File: config.mk
export PLATFORM = sky130hd
export DESIGN_NAME = seven_segment_scan_controller
export DESIGN_NICKNAME = d
export VERILOG_FILES = /design/src/rtl/seg7_pkg.sv /design/src/rtl/seg7_hex_decoder.sv /design/src/rtl/seven_segment_scan_controller.sv
export SDC_FILE = /design/constraint.sdc
export NUM_CORES = 1
export LEC_CHECK = 0
export BUFFER_PORTS_ARGS = -buffer_cell sky130_fd_sc_hd__buf_2
export CORE_ASPECT_RATIO = 0.9
export CORE_MARGIN = 5
export CORE_UTILIZATION = 25
export CTS_BUF_LIST = sky130_fd_sc_hd__clkbuf_8
export DETAILED_ROUTE_END_ITERATION = 8
export PLACE_DENSITY = 0.49
export SLEW_MARGIN = 15
export SYNTH_ARGS = -nofsm -noshare
export SYNTH_HDL_FRONTEND = slang
export SYNTH_HIERARCHICAL = 1
export SYNTH_SLANG_ARGS = --single-unit
File: constraint.sdc
create_clock -name clock_100Mhz -period 6.9 [get_ports clock_100Mhz]
set_clock_uncertainty 0.15 [all_clocks]
set_input_delay 1.035 -clock clock_100Mhz [delete_from_list [all_inputs] [get_ports clock_100Mhz]]
set_output_delay 1.035 -clock clock_100Mhz [all_outputs]
set_load 0.05 [all_outputs]
File: src/rtl/seg7_pkg.sv
// Shared glyph table and display-mode encodings for the 7-segment scan driver.
// Patterns are active-low {g,f,e,d,c,b,a}.
package seg7_pkg;

    typedef enum logic [1:0] {
        MODE_HEX  = 2'd0,
        MODE_INIT = 2'd1,
        MODE_DONE = 2'd2,
        MODE_ERR  = 2'd3
    } mode_t;

    localparam logic [6:0] SEG_0     = 7'b1000000;
    localparam logic [6:0] SEG_1     = 7'b1111001;
    localparam logic [6:0] SEG_2     = 7'b0100100;
    localparam logic [6:0] SEG_3     = 7'b0110000;
    localparam logic [6:0] SEG_4     = 7'b0011001;
    localparam logic [6:0] SEG_5     = 7'b0010010;
    localparam logic [6:0] SEG_6     = 7'b0000010;
    localparam logic [6:0] SEG_7     = 7'b1111000;
    localparam logic [6:0] SEG_8     = 7'b0000000;
    localparam logic [6:0] SEG_9     = 7'b0010000;
    localparam logic [6:0] SEG_A     = 7'b0001000;
    localparam logic [6:0] SEG_B     = 7'b0000011;
    localparam logic [6:0] SEG_C     = 7'b1000110;
    localparam logic [6:0] SEG_D     = 7'b0100001;
    localparam logic [6:0] SEG_E     = 7'b0000110;
    localparam logic [6:0] SEG_F     = 7'b0001110;
    localparam logic [6:0] SEG_I     = 7'b1111001;
    localparam logic [6:0] SEG_N     = 7'b0101011;
    localparam logic [6:0] SEG_I_LO  = 7'b1111011;
    localparam logic [6:0] SEG_T     = 7'b0000111;
    localparam logic [6:0] SEG_O     = 7'b0100011;
    localparam logic [6:0] SEG_R     = 7'b0101111;
    localparam logic [6:0] SEG_BLANK = 7'h7F;

    // pos 0 is the leftmost message character
    function automatic logic [6:0] msg_glyph(
        input mode_t      m,
        input logic [1:0] pos
    );
        logic [6:0] g;
        g = SEG_BLANK;
        case (m)
            MODE_INIT: begin
                case (pos)
                    2'd0:    g = SEG_I;
                    2'd1:    g = SEG_N;
                    2'd2:    g = SEG_I_LO;
                    default: g = SEG_T;
                endcase
            end
            MODE_DONE: begin
                case (pos)
                    2'd0:    g = SEG_D;
                    2'd1:    g = SEG_O;
                    2'd2:    g = SEG_N;
                    default: g = SEG_E;
                endcase
            end
            MODE_ERR: begin
                case (pos)
                    2'd0:    g = SEG_E;
                    2'd1:    g = SEG_R;
                    2'd2:    g = SEG_R;
                    default: g = SEG_BLANK;
                endcase
            end
            default: g = SEG_BLANK;
        endcase
        return g;
    endfunction

endpackage

File: src/rtl/seg7_hex_decoder.sv
// Combinational nibble to active-low 7-segment pattern.
module seg7_hex_decoder
    import seg7_pkg::*;
(
    input  logic [3:0] i_nibble,
    output logic [6:0] o_seg
);

    always_comb begin
        o_seg = SEG_BLANK;
        case (i_nibble)
            4'h0:    o_seg = SEG_0;
            4'h1:    o_seg = SEG_1;
            4'h2:    o_seg = SEG_2;
            4'h3:    o_seg = SEG_3;
            4'h4:    o_seg = SEG_4;
            4'h5:    o_seg = SEG_5;
            4'h6:    o_seg = SEG_6;
            4'h7:    o_seg = SEG_7;
            4'h8:    o_seg = SEG_8;
            4'h9:    o_seg = SEG_9;
            4'hA:    o_seg = SEG_A;
            4'hB:    o_seg = SEG_B;
            4'hC:    o_seg = SEG_C;
            4'hD:    o_seg = SEG_D;
            4'hE:    o_seg = SEG_E;
            default: o_seg = SEG_F;
        endcase
    end

endmodule

File: src/rtl/seven_segment_scan_controller.sv
// Time-multiplexed common-anode 7-segment driver: hex word or status
// message, frame-aligned updates, leading-zero blanking, PWM and blink.
module seven_segment_scan_controller
    import seg7_pkg::*;
#(
    parameter int NUM_DIGITS   = 8,
    parameter int PRESCALE     = 262144,
    parameter int BLINK_FRAMES = 32
) (
    input  logic                    clock_100Mhz,
    input  logic                    reset,
    input  logic [4*NUM_DIGITS-1:0] value,
    input  logic                    value_valid,
    input  logic [NUM_DIGITS-1:0]   dp_mask,
    input  logic [1:0]              mode,
    input  logic                    blank_lz,
    input  logic                    blink_en,
    input  logic [3:0]              brightness,
    output logic                    value_ack,
    output logic [NUM_DIGITS-1:0]   anode_n,
    output logic [6:0]              cathode_n,
    output logic                    dp_n
);

    localparam int DW = 4 * NUM_DIGITS;
    localparam int IW = $clog2(NUM_DIGITS);
    localparam int PW = $clog2(PRESCALE);
    localparam int BW = $clog2(BLINK_FRAMES + 1);

    logic [PW-1:0]         r_pre;
    logic [IW-1:0]         r_idx;
    logic [DW-1:0]         r_pend_val;
    logic [NUM_DIGITS-1:0] r_pend_dp;
    logic                  r_pend;
    logic [DW-1:0]         r_disp_val;
    logic [NUM_DIGITS-1:0] r_disp_dp;
    mode_t                 r_mode;
    logic                  r_lit;
    logic                  r_ack;
    logic [BW-1:0]         r_bcnt;
    logic                  r_blink_off;

    logic                  w_slot_tick;
    logic                  w_last;
    logic                  w_frame_tick;
    logic [PW+3:0]         w_pre_ext;
    logic [3:0]            w_pwm;
    logic                  w_pwm_on;
    logic [3:0]            w_nib;
    logic [6:0]            w_hex_seg;
    logic [DW-1:0]         w_hi;
    logic                  w_lz_blank;
    logic [IW-1:0]         w_pos;
    logic                  w_in_msg;
    logic [6:0]            w_glyph;
    logic                  w_dp_on;

    assign w_slot_tick  = (r_pre == PW'(PRESCALE - 1));
    assign w_last       = (r_idx == IW'(NUM_DIGITS - 1));
    assign w_frame_tick = w_slot_tick && w_last;

    always_ff @(posedge clock_100Mhz or negedge reset) begin
        if (!reset) begin
            r_pre <= '0;
            r_idx <= '0;
        end else begin
            r_pre <= w_slot_tick ? '0 : r_pre + PW'(1);
            if (w_slot_tick)
                r_idx <= w_last ? '0 : r_idx + IW'(1);
        end
    end

    // display regs and mode only move on a frame boundary, so no frame tears
    always_ff @(posedge clock_100Mhz or negedge reset) begin
        if (!reset) begin
            r_pend_val <= '0;
            r_pend_dp  <= '0;
            r_pend     <= 1'b0;
            r_disp_val <= '0;
            r_disp_dp  <= '0;
            r_mode     <= MODE_HEX;
            r_lit      <= 1'b0;
            r_ack      <= 1'b0;
        end else begin
            r_ack <= w_frame_tick && r_pend;
            if (w_frame_tick) begin
                r_mode <= mode_t'(mode);
                r_lit  <= 1'b1;
                if (r_pend) begin
                    r_disp_val <= r_pend_val;
                    r_disp_dp  <= r_pend_dp;
                end
            end
            if (value_valid) begin
                r_pend_val <= value;
                r_pend_dp  <= dp_mask;
            end
            r_pend <= value_valid || (r_pend && !w_frame_tick);
        end
    end

    always_ff @(posedge clock_100Mhz or negedge reset) begin
        if (!reset) begin
            r_bcnt      <= '0;
            r_blink_off <= 1'b0;
        end else if (!blink_en) begin
            r_bcnt      <= '0;
            r_blink_off <= 1'b0;
        end else if (w_frame_tick) begin
            if (r_bcnt == BW'(BLINK_FRAMES - 1)) begin
                r_bcnt      <= '0;
                r_blink_off <= ~r_blink_off;
            end else begin
                r_bcnt <= r_bcnt + BW'(1);
            end
        end
    end

    // zero-extend below so short sim prescalers still yield a 4-bit duty
    assign w_pre_ext = {r_pre, 4'b0000};
    assign w_pwm     = w_pre_ext[PW+3 -: 4];
    assign w_pwm_on  = (brightness == 4'hF) || (w_pwm < brightness);

    assign w_nib      = r_disp_val[{r_idx, 2'b00} +: 4];
    assign w_hi       = r_disp_val >> {r_idx, 2'b00};
    assign w_lz_blank = blank_lz && (r_idx != '0) && (w_hi == '0);
    assign w_pos      = IW'(NUM_DIGITS - 1) - r_idx;
    assign w_in_msg   = ({{(32-IW){1'b0}}, w_pos} < 32'd4);

    seg7_hex_decoder u_hex (
        .i_nibble (w_nib),
        .o_seg    (w_hex_seg)
    );

    always_comb begin
        w_glyph = SEG_BLANK;
        w_dp_on = 1'b0;
        if (r_mode == MODE_HEX) begin
            w_glyph = w_lz_blank ? SEG_BLANK : w_hex_seg;
            w_dp_on = r_disp_dp[r_idx];
        end else if (w_in_msg) begin
            w_glyph = msg_glyph(r_mode, w_pos[1:0]);
        end
    end

    always_ff @(posedge clock_100Mhz or negedge reset) begin
        if (!reset) begin
            anode_n   <= '1;
            cathode_n <= SEG_BLANK;
            dp_n      <= 1'b1;
        end else begin
            if (r_lit && !r_blink_off && w_pwm_on)
                anode_n <= ~(NUM_DIGITS'(1) << r_idx);
            else
                anode_n <= '1;
            cathode_n <= r_lit ? w_glyph : SEG_BLANK;
            dp_n      <= ~(r_lit && w_dp_on);
        end
    end

    assign value_ack = r_ack;

endmodule

==> summary.txt <==
Route
  • Initial DRC count: 319
  • DR pass1 iterations: 5
  • Via total after detailed routing: 4392
  • Final routed DRC violation total: 0
  • Routed Wire Length: 14300 um
  • Average via count per standard cell: 4.52
  • Detail Route Antenna Nets: 0
  • Routed WL per cell: 14.8 um

GRT
  • Maximum number of pins on one net before global-route repair: 73
  • Overflow left after global routing: 0
  • Total routing usage reported by global routing: 10.6%
  • First-pass GRT wire length: 23800 um
  • Number of global-route vias before repair: 4432
  • Antenna violations before repair: 0

Power
  • Static leakage: 0.00333 uW
  • Part of the power in the clock network: 45.0%
  • Maximum vdd drop: 0.130 mV
  • Sequential share of power: 50.9%
  • Ratio of total power to cell area: 214 mW/mm2
  • Net switching power: 369 uW
  • Internal power contribution: 1180 uW
  • Share of total power in combinational logic: 4.1%
  • Switch share: 23.8%

CTS
  • Number of buffers added to fix hold violations after cts: 0
  • Post-cts sizing count: 0
  • Clock sinks: 129
  • CTS HTree Levels: 4
  • Buffer depth of the longest clock path: 2
  • Library cell used as clock root buffer: clkbuf_8
  • TritonCTS clock tree: yes
  • Clock input transition at the sequential cells of the worst setup and hold paths: 0.08 ns
  • Setup Fix Bufs, Post-CTS: 0
  • Num CTS Buffers: 17
  • Clk Latency, worst-skew pair: 0.46 ns

STA
  • Final max-slew violation count: 0
  • Slew HR: 36.1%
  • Final setup vio count: 0
  • Final-report hold violation count: 0
  • Final cycle utilization of the critical path: 47.2%
  • Post-Route Setup TNS: 0 ns
  • Unrepaired setup endpoints after global routing: no
  • Worst Tran Pin Value: 0.958 ns
  • Highest achievable clock rate: 0.307 GHz
  • Final Critical Period: 3.26 ns

Logic synthesis
  • Mean instance size in the synthesized netlist: 10.5 um2
  • Post-synthesis instance total: 592
  • Post-synthesis simple-gate area fraction: 19.3%
  • Area contributors post-synth: dfrtp_1 (46%), nand2_1 (9.3%), mux2_2 (7.5%)
  • Dominant combinational cell family by area after synthesis: simple AND/OR/NAND/NOR gates
  • Number of enable-type register cells in the synthesized netlist: 0
  • Flip-flop and latch count after synthesis: 129
  • Primary FF master, synth: dfrtp_1
  • Synth unique cells: 49
  • Post-synthesis cell area: 0.00619 mm2
  • Post-synthesis mux area share: 12.9%
  • Nets in the synthesized netlist: 662
  • Number of warning messages in the yosys log: 6
  • Library cell with the largest summed area after synthesis: dfrtp_1
  • Seq/Total Area, Yosys: 52.4%
  • Fraction of the mapped netlist area in compound gates: 6.04%
  • Post-Synth Adder-Cell Area: 3.84%
  • XOR/XNOR share of the synthesized area: 2.55%
  • Post-synthesis async set-or-reset flop share: 100%
  • Area share of the largest cell type after synthesis: 45.7%

Layout
  • Post-synthesis to final-layout area growth: 16.9%
  • Commonest non-fill, non-tap cell in the layout: nand2_1
  • Leading cell types in the layout, fill and taps excluded: nand2_1 (153), dfrtp_1 (113), buf_2 (66)
  • Count of nets after finishing: 721
  • Filler instances: 2571
  • Share of post-route cells with drive strength above 1: 27.6%
  • Number of diodes: 0
  • Final instance area: 0.00724 mm2

Outcome
  • Status: completed

Worst setup path
  • R2r startpoint: r_idx[2]
  • Crit path required time: 7.14 ns
  • Number of cells on the critical path: 7
  • Critical Path Slowest Stage Cell: dfrtp_1
  • Worst Path Class, Setup: reg2reg
  • Worst endpoint data arrival time: 3.50 ns
  • Capture point of the worst reg-to-reg path: cathode_n[5]
  • Chain of cells forming the critical path: nor2b_1 > a2111oi_0 > nor4_2 > buf_4 > a2111o_1 > or4_1 > nand3_2
  • Critical path endpoint category: register
  • Crit path buf inv count: 1
  • CP startpoint kind: register
  • Largest driver fanout on the critical path: 29
  • Worst setup slack for register-to-register paths: 3.64 ns
  • Top delay family on crit path: simple AND/OR/NAND/NOR gates
  • Critical Path Max Stage Delay: 0.91 ns
  • Depth of the most critical reg-to-reg path: 7

Floorplanning
  • Die X: 176 um
  • Die extent in y: 159 um
  • Placeable core area: 0.0243 mm2
  • Initial cell density of the core: 25.5%
  • Die outline area: 0.0280 mm2
  • Boundary Pins: 68
  • Row count: 54

Place
  • Gpl congestion: 0.795
  • Count of port buffers added during placement: 67
  • Half-perimeter wire length of the detailed placement result: 10100 um
  • Placed cell areas: 0.00682 mm2

Min path
  • Startpoint of the tightest hold check path: r_pre[0]
  • Endpoint, Worst Hold: r_pre[0]
  • Worst Hold Path Cells: 1
  • Worst Hold Class: reg2reg

Run
  • Max capacitance violation total: 0
==> synthesized netlist by cell type, drive strengths merged, types with 5 or more instances <==
cell type and number:
xor2 12, dfstp 16, mux2i 11, ha 19, clkbuf 20, mux2 43
nand2b 5, xnor2 6, nor4 6, and3 9, o21ai 13, inv 12
a21oi 10, nor3 8, o22ai 6, mux4 9, nor2b 8, nand2 154
buf 12, dfrtp 113, nand3 28, a31oi 5, nor2 26
==> logic make-up after synthesis <==
logic type,count (synthesis)
fa+ha+maj,19
xor+xnor,18
compound gates,57
simple gates,262
buf+inv,44
mux,63
flops,129
==> state kept, by name (all words and copies together) (netlist names) <==
register     cells
r_pend_dp        8
r_lit            1
cathode_n        7
r_pre           18
r_blink_off      1
value_ack        1
r_pend           1
dp_n             1
r_idx            3
r_disp_val      32
r_bcnt           6
r_disp_dp        8
anode_n          8
r_mode           2
r_pend_val      32
==> per-stage QoR <==
| stage | worst slack, ns | hold WS (ns) | utilization, % | std cells | total power, uW |
|---|---|---|---|---|---|
| 6_report | 3.64 | 0.319 | 29.8 | 972 | 1550 |
| 5_1_grt | 3.42 | 0.354 | 29.8 | 972 | 1630 |
| 4_1_cts | 3.66 | 0.316 | 29.8 | 972 | 1580 |
| 2_1_floorplan | 3.97 | 0.281 | - | 592 | 833 |
| 3_5_place_dp | 3.69 | 0.302 | 28.0 | 940 | 872 |
| 3_3_place_gp | 3.75 | 0.303 | 28.0 | 940 | 871 |
==> area by class of cell <==
type	instances	area [um2]	share of cell area [%]
Clock buffer	18	248	3.42
Tap cell	308	385	5.32
Timing Repair Buffer	72	375	5.18
Clock inverter	14	176	2.44
Multi-Input combinational cell	419	2770	38.2
Inverter	12	45.0	0.622
Sequential cell	129	3250	44.8
==> power groups by stage <==
stage	registers, uW	clock network (uW)	logic [uW]
6_report	791	699	63.1
5_1_grt	795	759	72.4
4_1_cts	792	720	66.0
3_5_place_dp	806	0	65.8
3_3_place_gp	806	0	65.4
2_1_floorplan	802	0	30.6
==> worst register-to-register path: cells and delay by family, from the launching register on <==
family | cells | cell delay, ns
DFF | 1 | 0.91
AOI/OAI and AO/OA | 2 | 0.91
and+or+nand+nor | 4 | 1.02
buffers and inverters | 1 | 0.22
==> metal layers <==
metal,global-route usage (%),wire length [um],share of wire (%)
met5,0,0,0
met4,2.76,138,0.96
met3,3.44,778,5.4
met2,15.6,6260,44
met1,15.2,7160,50
==> worst max-delay path by stage <==
stage                         from      endpoint  slack [ns]
final                     r_idx[2]  cathode_n[5]        3.64
after global routing      r_idx[2]  cathode_n[6]        3.42
after CTS                 r_idx[2]  cathode_n[5]        3.66
after detailed placement  r_idx[2]  cathode_n[5]        3.69
after global placement    r_idx[2]  cathode_n[5]        3.75
after floorplan           r_idx[0]  cathode_n[3]        3.97
(Power assumes the default switching activity.)
